==> src/rtl/multicycle_fsm_if.sv <==
`default_nettype none
// ============================================================================
//  multicycle_fsm_if
//  Control bundle between the multicycle datapath and its main controller.
//  Rev 1.0 - initial release
// ============================================================================
interface multicycle_fsm_if;
  logic [1:0] Op;
  logic [5:0] Funct;
  logic       MemReady;
  logic       IRWrite;
  logic       AdrSrc;
  logic [1:0] ALUSrcA;
  logic [1:0] ALUSrcB;
  logic [1:0] ResultSrc;
  logic       NextPC;
  logic       RegW;
  logic       MemW;
  logic       Branch;
  logic       ALUOp;
  logic       Undef;
  logic       InstrDone;
  logic [3:0] State;

  modport master (
    output Op, Funct, MemReady,
    input  IRWrite, AdrSrc, ALUSrcA, ALUSrcB, ResultSrc, NextPC,
           RegW, MemW, Branch, ALUOp, Undef, InstrDone, State
  );

  modport slave (
    input  Op, Funct, MemReady,
    output IRWrite, AdrSrc, ALUSrcA, ALUSrcB, ResultSrc, NextPC,
           RegW, MemW, Branch, ALUOp, Undef, InstrDone, State
  );
endinterface
`default_nettype wire

==> src/rtl/multicycle_fsm.sv <==
`default_nettype none
// ============================================================================
//  multicycle_fsm
//  Main controller for a multicycle processor with memory wait-state support.
//  Rev 1.0 - initial release
// ============================================================================
module multicycle_fsm (
  input  wire logic         clk,
  input  wire logic         reset,
  multicycle_fsm_if.slave   bus
);

  localparam logic [3:0] S_FETCH  = 4'd0;
  localparam logic [3:0] S_DECODE = 4'd1;
  localparam logic [3:0] S_MEMADR = 4'd2;
  localparam logic [3:0] S_MEMRD  = 4'd3;
  localparam logic [3:0] S_MEMWB  = 4'd4;
  localparam logic [3:0] S_MEMWR  = 4'd5;
  localparam logic [3:0] S_EXECR  = 4'd6;
  localparam logic [3:0] S_EXECI  = 4'd7;
  localparam logic [3:0] S_ALUWB  = 4'd8;
  localparam logic [3:0] S_BRANCH = 4'd9;
  localparam logic [3:0] S_UNDEF  = 4'd10;

  logic [3:0] state_q;
  logic [3:0] state_d;
  logic       w_ready;
  logic       unused_funct;

  // Handshake-driven pulses must stay low for the whole time reset is held.
  assign w_ready      = bus.MemReady & ~reset;
  assign unused_funct = ^bus.Funct[4:1];

  always_ff @(posedge clk or posedge reset) begin
    if (reset) state_q <= S_FETCH;
    else       state_q <= state_d;
  end

  always_comb begin
    state_d = S_FETCH;
    case (state_q)
      S_FETCH:  state_d = bus.MemReady ? S_DECODE : S_FETCH;
      S_DECODE: begin
        case (bus.Op)
          2'b00:   state_d = bus.Funct[5] ? S_EXECI : S_EXECR;
          2'b01:   state_d = S_MEMADR;
          2'b10:   state_d = S_BRANCH;
          default: state_d = S_UNDEF;
        endcase
      end
      S_MEMADR: state_d = bus.Funct[0] ? S_MEMRD : S_MEMWR;
      S_MEMRD:  state_d = bus.MemReady ? S_MEMWB : S_MEMRD;
      S_MEMWR:  state_d = bus.MemReady ? S_FETCH : S_MEMWR;
      S_EXECR:  state_d = S_ALUWB;
      S_EXECI:  state_d = S_ALUWB;
      default:  state_d = S_FETCH;
    endcase
  end

  always_comb begin
    bus.IRWrite   = 1'b0;
    bus.AdrSrc    = 1'b0;
    bus.ALUSrcA   = 2'b00;
    bus.ALUSrcB   = 2'b00;
    bus.ResultSrc = 2'b00;
    bus.NextPC    = 1'b0;
    bus.RegW      = 1'b0;
    bus.MemW      = 1'b0;
    bus.Branch    = 1'b0;
    bus.ALUOp     = 1'b0;
    bus.Undef     = 1'b0;
    bus.InstrDone = 1'b0;
    bus.State     = state_q;
    case (state_q)
      S_FETCH: begin
        bus.ALUSrcA   = 2'b01;
        bus.ALUSrcB   = 2'b10;
        bus.ResultSrc = 2'b10;
        bus.IRWrite   = w_ready;
        bus.NextPC    = w_ready;
      end
      S_DECODE: begin
        bus.ALUSrcA   = 2'b01;
        bus.ALUSrcB   = 2'b10;
        bus.ResultSrc = 2'b10;
      end
      S_MEMADR: begin
        bus.ALUSrcB = 2'b01;
      end
      S_MEMRD: begin
        bus.AdrSrc = 1'b1;
      end
      S_MEMWB: begin
        bus.ResultSrc = 2'b01;
        bus.RegW      = 1'b1;
        bus.InstrDone = 1'b1;
      end
      S_MEMWR: begin
        bus.AdrSrc    = 1'b1;
        bus.MemW      = 1'b1;
        bus.InstrDone = w_ready;
      end
      S_EXECR: begin
        bus.ALUOp = 1'b1;
      end
      S_EXECI: begin
        bus.ALUSrcB = 2'b01;
        bus.ALUOp   = 1'b1;
      end
      S_ALUWB: begin
        bus.RegW      = 1'b1;
        bus.InstrDone = 1'b1;
      end
      S_BRANCH: begin
        bus.ALUSrcB   = 2'b01;
        bus.ResultSrc = 2'b10;
        bus.Branch    = 1'b1;
        bus.InstrDone = 1'b1;
      end
      S_UNDEF: begin
        bus.Undef     = 1'b1;
        bus.InstrDone = 1'b1;
      end
      default: begin
        bus.State = state_q;
      end
    endcase
  end

endmodule
`default_nettype wire

==> src/flat_wrapper.sv <==
// flat-port wrapper written by rule: the top's interface ports become plain ports
module multicycle_fsm_flat 
  (clk, reset, bus_Op, bus_Funct, bus_MemReady, bus_IRWrite, bus_AdrSrc, bus_ALUSrcA, bus_ALUSrcB, bus_ResultSrc, bus_NextPC, bus_RegW, bus_MemW, bus_Branch, bus_ALUOp, bus_Undef, bus_InstrDone, bus_State);
  multicycle_fsm_if bus_i ();
  input  wire logic clk;
  input  wire logic reset;
  input wire logic [$bits(bus_i.Op)-1:0] bus_Op;
  input wire logic [$bits(bus_i.Funct)-1:0] bus_Funct;
  input wire logic [$bits(bus_i.MemReady)-1:0] bus_MemReady;
  output wire logic [$bits(bus_i.IRWrite)-1:0] bus_IRWrite;
  output wire logic [$bits(bus_i.AdrSrc)-1:0] bus_AdrSrc;
  output wire logic [$bits(bus_i.ALUSrcA)-1:0] bus_ALUSrcA;
  output wire logic [$bits(bus_i.ALUSrcB)-1:0] bus_ALUSrcB;
  output wire logic [$bits(bus_i.ResultSrc)-1:0] bus_ResultSrc;
  output wire logic [$bits(bus_i.NextPC)-1:0] bus_NextPC;
  output wire logic [$bits(bus_i.RegW)-1:0] bus_RegW;
  output wire logic [$bits(bus_i.MemW)-1:0] bus_MemW;
  output wire logic [$bits(bus_i.Branch)-1:0] bus_Branch;
  output wire logic [$bits(bus_i.ALUOp)-1:0] bus_ALUOp;
  output wire logic [$bits(bus_i.Undef)-1:0] bus_Undef;
  output wire logic [$bits(bus_i.InstrDone)-1:0] bus_InstrDone;
  output wire logic [$bits(bus_i.State)-1:0] bus_State;
  assign bus_i.Op = bus_Op;
  assign bus_i.Funct = bus_Funct;
  assign bus_i.MemReady = bus_MemReady;
  assign bus_IRWrite = bus_i.IRWrite;
  assign bus_AdrSrc = bus_i.AdrSrc;
  assign bus_ALUSrcA = bus_i.ALUSrcA;
  assign bus_ALUSrcB = bus_i.ALUSrcB;
  assign bus_ResultSrc = bus_i.ResultSrc;
  assign bus_NextPC = bus_i.NextPC;
  assign bus_RegW = bus_i.RegW;
  assign bus_MemW = bus_i.MemW;
  assign bus_Branch = bus_i.Branch;
  assign bus_ALUOp = bus_i.ALUOp;
  assign bus_Undef = bus_i.Undef;
  assign bus_InstrDone = bus_i.InstrDone;
  assign bus_State = bus_i.State;
  multicycle_fsm u_core (.clk(clk), .reset(reset), .bus(bus_i));
endmodule
==> config.mk <==
export PLATFORM = sky130hd
export DESIGN_NAME = multicycle_fsm_flat
export DESIGN_NICKNAME = d
export VERILOG_FILES = /design/src/rtl/multicycle_fsm_if.sv /design/src/rtl/multicycle_fsm.sv /design/src/flat_wrapper.sv
export SDC_FILE = /design/constraint.sdc
export NUM_CORES = 1
export LEC_CHECK = 0
export CAP_MARGIN = 20
export CORE_AREA = 2 2 39 41
export CTS_BUF_LIST = sky130_fd_sc_hd__clkbuf_4 sky130_fd_sc_hd__clkbuf_8
export DETAILED_ROUTE_END_ITERATION = 16
export DIE_AREA = 0 0 41 43
export MAX_ROUTING_LAYER = met4
export PLACE_DENSITY_LB_ADDON = 0.2
export SETUP_SLACK_MARGIN = 0.05
export SLEW_MARGIN = 0
export SYNTH_ARGS = -nofsm -noshare
export SYNTH_HDL_FRONTEND = slang
export SYNTH_SLANG_ARGS = --single-unit
export TNS_END_PERCENT = 5
==> constraint.sdc <==
create_clock -name clk -period 2.6 [get_ports clk]
set_input_delay 0.52 -clock clk [delete_from_list [all_inputs] [get_ports clk]]
set_output_delay 0.52 -clock clk [all_outputs]
set_load 0.01 [all_outputs]
Word level (Yosys, flattened, before mapping)
Index checks and enable logic that the tools add are counted.

Output and inout bits: 19. Input bits: 11. Word-level logic and storage cells: 42. Bits in registers: 4.

Equal/unequal tests: 12. Reductions and logical operators: 9. Mux-type cells: 18. Bitwise gates (word level): 2.

Operators with widths (number): case mux 4 bit (6 select lines) (1); equality test 4 x 3 -> 1 bit (second input constant) (4); equality test 4 bit (second input constant) (3); case mux 4 bit (3 select lines) (1); two-way mux 1 bit (10); two-way mux 3 bit (3); equality test 4 x 2 -> 1 bit (second input constant) (2); case mux 2 bit (2 select lines) (2); OR reduction 2 bit (4); OR reduction 3 bit (2); equality test 4 x 1 -> 1 bit (second input constant) (1); logical NOT 4 bit (1); OR reduction 4 bit (1); equality test 2 x 1 -> 1 bit (second input constant) (1); equality test 2 bit (second input constant) (1); logical NOT 2 bit (1); case mux 1 bit (2 select lines) (1); AND 1 bit (1); inverter 1 bit (1).

Longest topological paths before layout
Word-level depth: 3. Gate-level depth with buffers: 5. Depth with buffers taken out: 3.

Worst setup path after synthesis
Ideal clock, no wire load.

Path kind: flip-flop to output port. Start: register u_core.state_q[3] (netlist: u_core.bus.State[3]). End: output port bus_NextPC. Data required time: 2080 ps. Path buffers: 2. Stages on the path, launching flop included: 6. Slack: 483 ps. Arrival time: 1597 ps. Cell sequence: dfrtp_1 -> buf_6 -> or2_4 -> or3_1 -> nor3_1 -> buf_4.

Word-level cells in the longest chain between the ends: 2.

Ends and longest elaborated chain: start: declaration (line multicycle_fsm.sv:25) `logic [3:0] state_q;`; start signal: assignment (line multicycle_fsm.sv:36) `else state_q <= state_d;`; logical NOT 4 bit; two-way mux 1 bit; end: declaration (line flat_wrapper.sv:15) `output wire logic [$bits(bus_i.NextPC)-1:0] bus_NextPC;`.

Every way passes these cells.

Worst setup path after layout
Start: input port bus_MemReady. End: output port bus_IRWrite.

Word-level cells in the longest chain between the ends: 2.

Ends and longest elaborated chain: start: declaration (line flat_wrapper.sv:9) `input wire logic [$bits(bus_i.MemReady)-1:0] bus_MemReady;`; AND 1 bit (line multicycle_fsm.sv:31) `assign w_ready = bus.MemReady & ~reset;`; two-way mux 1 bit (line multicycle_fsm.sv:74) `case (state_q)`; end: declaration (line flat_wrapper.sv:10) `output wire logic [$bits(bus_i.IRWrite)-1:0] bus_IRWrite;`.

Every way passes these cells.

==> qor.csv <==
stage,metric,value,unit
clock_network,clkTransAtPathRegs,0.03,ns
finish,final_cell_mix,"clkdlybuf4s50_1, inv_1, nor2_1, buf_4",
timing,setup-violations-final,0,
clock_network,cts-buffers-inserted,3,
clock_network,clk_latency,0.23,ns
timing,grt_setup_unrepaired,no,
global_routing,grt_overflow_total,0,
timing,fin_setup_tns,0,ns
detailed_routing,vias,466,
critical_path,endpoint_kind,output pin,
detailed_routing,wl,1060,microns
finish,final_common_cell,clkdlybuf4s50_1,
detailed_routing,wl_per_cell,10.7,microns
clock_network,root_buffer,clkbuf_4,
global_routing,grt_pass1_wl,1770,microns
placement,io_buffers,24,
synthesis,synth_mux_area_share,0,%
die,die-height,43,microns
synthesis,ys_seq_area_share,23.2,%
placement,dpl_worst_slack,0.0394,ns
critical_path,start_kind,input pin,
synthesis,syn-num-nets,67,
die,start_util,31.2,%
critical_path,crit_slowest_cell,clkdlybuf4s50_1,
hold_path,hold_depth,2,
clock_network,cts.path.max_buffers,2,
critical_path,crit_path_frequent_cell,clkdlybuf4s50_1,
synthesis,yosys.area_share.simple,29.3,%
synthesis,synth_fa_ha_area_share,0,%
timing,fin_skew,0.00117,ns
timing,finalCritPeriodShare,94.5,%
die,core.rowCount,14,
critical_path,rrSetupSlack,1.02,ns
global_routing,grt_max_degree,14,
synthesis,syn_area,432,sq um
pwr,p_per_area,1140,nW/um^2
critical_path,worstSetupPathType,input pin to output pin,
timing,setup_ws,0.143,ns
synthesis,synthFlopType,dfrtp_1,
clock_network,cts_tree,done,
job,max-cap-violations,0,
synthesis,synth_cell_types,27,
detailed_routing,vias_per_cell,4.71,
placement,gp_congestion,0.840,
timing,timing.fmax,407,MHz
critical_path,reg2reg_depth,4,
timing,maxSlewViolCount,0,
timing,whs,0.556,ns
detailed_routing,ant_nets,0,
synthesis,synth_top_family_by_area,simple AND/OR/NAND/NOR gates,
global_routing,grt_usage,14.7,%
detailed_routing,dr.pass1.iters,2,
synthesis,synth_edf_count,0,
run_status,status,completed,
finish,drive_gt1_share,15.7,%
pwr,max-vdd-ir-drop,0.000529,V
critical_path,crit_chain,"clkdlybuf4s50_1, inv_1, buf_4, nor3_2, clkdlybuf4s50_1",
clock_network,post_cts_buffers,0,
timing,finalCriticalPeriod,2.46,ns
synthesis,synth-compound-area-share,27.2,%
timing,hold_viol,0,
synthesis,syn_area_per_cell,7.71,sq um
clock_network,clkSinkCount,4,
hold_path,hp-class,register to register,
synthesis,synth_xor_area_share,4.06,%
synthesis,syn_inst,56,
finish,syn_to_final_growth,66.7,%
critical_path,cp_max_fo,3,
finish,nets,96,
die,chipWidth,41,microns
global_routing,grt_pass1_vias,424,
detailed_routing,drt_iter0_drc,5,
clock_network,htreeDepth,1,
critical_path,arrival,1.94,ns
finish,largest_register_ffs,4,
pwr,total_leakage_power,0.296,nW
critical_path,critPathMaxStageDelay,0.56,ns
synthesis,ys_ff_latch,4,
finish,n_antenna_cell,0,
detailed_routing,drc,0,
die,dieArea,1760,sq um
placement,dp_hpwl,847,microns
die,io_pins,30,
global_routing,grt_antenna_before_repair,0,
die,core_area,1380,sq um
synthesis,ys.warnings.count,0,
critical_path,cp.required,2.08,ns
synthesis,async_flop_share,100,%
cell usage after synthesis, types with 2 or more instances:
cell      count  area [sq um]
inv_1         6          22.5
nor2_1        6          22.5
nor3_1        5          25.0
dfrtp_1       4           100
nand2b_1      4          25.0
buf_4         3          22.5
o31a_1        3          26.3
a211oi_1      2          15.0
a21oi_1       2          10.0
buf_2         2          10.0
nor2b_1       2          12.5
o32ai_1       2          17.5
repair_timing:
| item | in CTS | in global routing |
|---|---|---|
| endpoints found under the setup margin | 1 | 2 |
| hold buffers | 0 | 0 |
| resized for setup | 1 | 1 |
layer usage:
metal | wire length, microns | global-route usage (%)
met3 | 41 | 0
met4 | 0 | 6.00
met5 | 0 | -
met2 | 468 | 20.0
met1 | 544 | 22.5
power breakdown:
part | internal [W] | leakage, nW | switching (W)
registers | 0.0000886 | 0.0515 | 0.0000461
clock network | 0.0000513 | 0.0138 | 0.0000211
logic | 0.000340 | 0.231 | 0.000273
kinds of logic (layout without fill, tap and decap cells):
family / count (synthesis) / in the layout
compound gates: 15 / 15
xor+xnor: 2 / 2
buf+inv: 12 / 39
flops: 4 / 4
other cells: 1 / 1
simple gates: 22 / 22
per-stage QoR:
stage	total power, W	area (sq um)	std cells	utilization [%]
CTS	0.000827	714	99	51.6
floorplan	0.000484	432	56	-
finish	0.000820	719	99	52.0
global route	0.000895	719	99	52.0
global placement	0.000754	693	96	50.1
detailed placement	0.000757	693	96	50.1
path summary, 6_finish.rpt:
| kind | end | startpoint |
|---|---|---|
| max | bus_IRWrite | bus_MemReady |
| min reg2reg | u_core.bus.State[1]$_DFF_PP0_ | u_core.bus.State[3]$_DFF_PP0_ |
| max in group asynchronous | u_core.bus.State[0]$_DFF_PP0_ | reset |
| min | u_core.bus.State[1]$_DFF_PP0_ | u_core.bus.State[3]$_DFF_PP0_ |
| max reg2reg | u_core.bus.State[0]$_DFF_PP0_ | u_core.bus.State[1]$_DFF_PP0_ |
| min in group asynchronous | u_core.bus.State[3]$_DFF_PP0_ | reset |
final cells by class:
| class | count | area, sq um |
|---|---|---|
| flip-flops and latches | 4 | 100 |
| multi-input cells | 40 | 270 |
| well taps | 16 | 20.0 |
| inverters | 6 | 22.5 |
| clock buffers | 3 | 22.5 |
| fillers | 151 | 664 |
| repair buffers | 30 | 284 |
critical path: cells and delay by family:
| kind | cells | cell delay [ns] |
|---|---|---|
| buffers and inverters | 4 | 1.24 |
| and+or+nand+nor | 1 | 0.19 |
(Power assumes the default switching activity.)
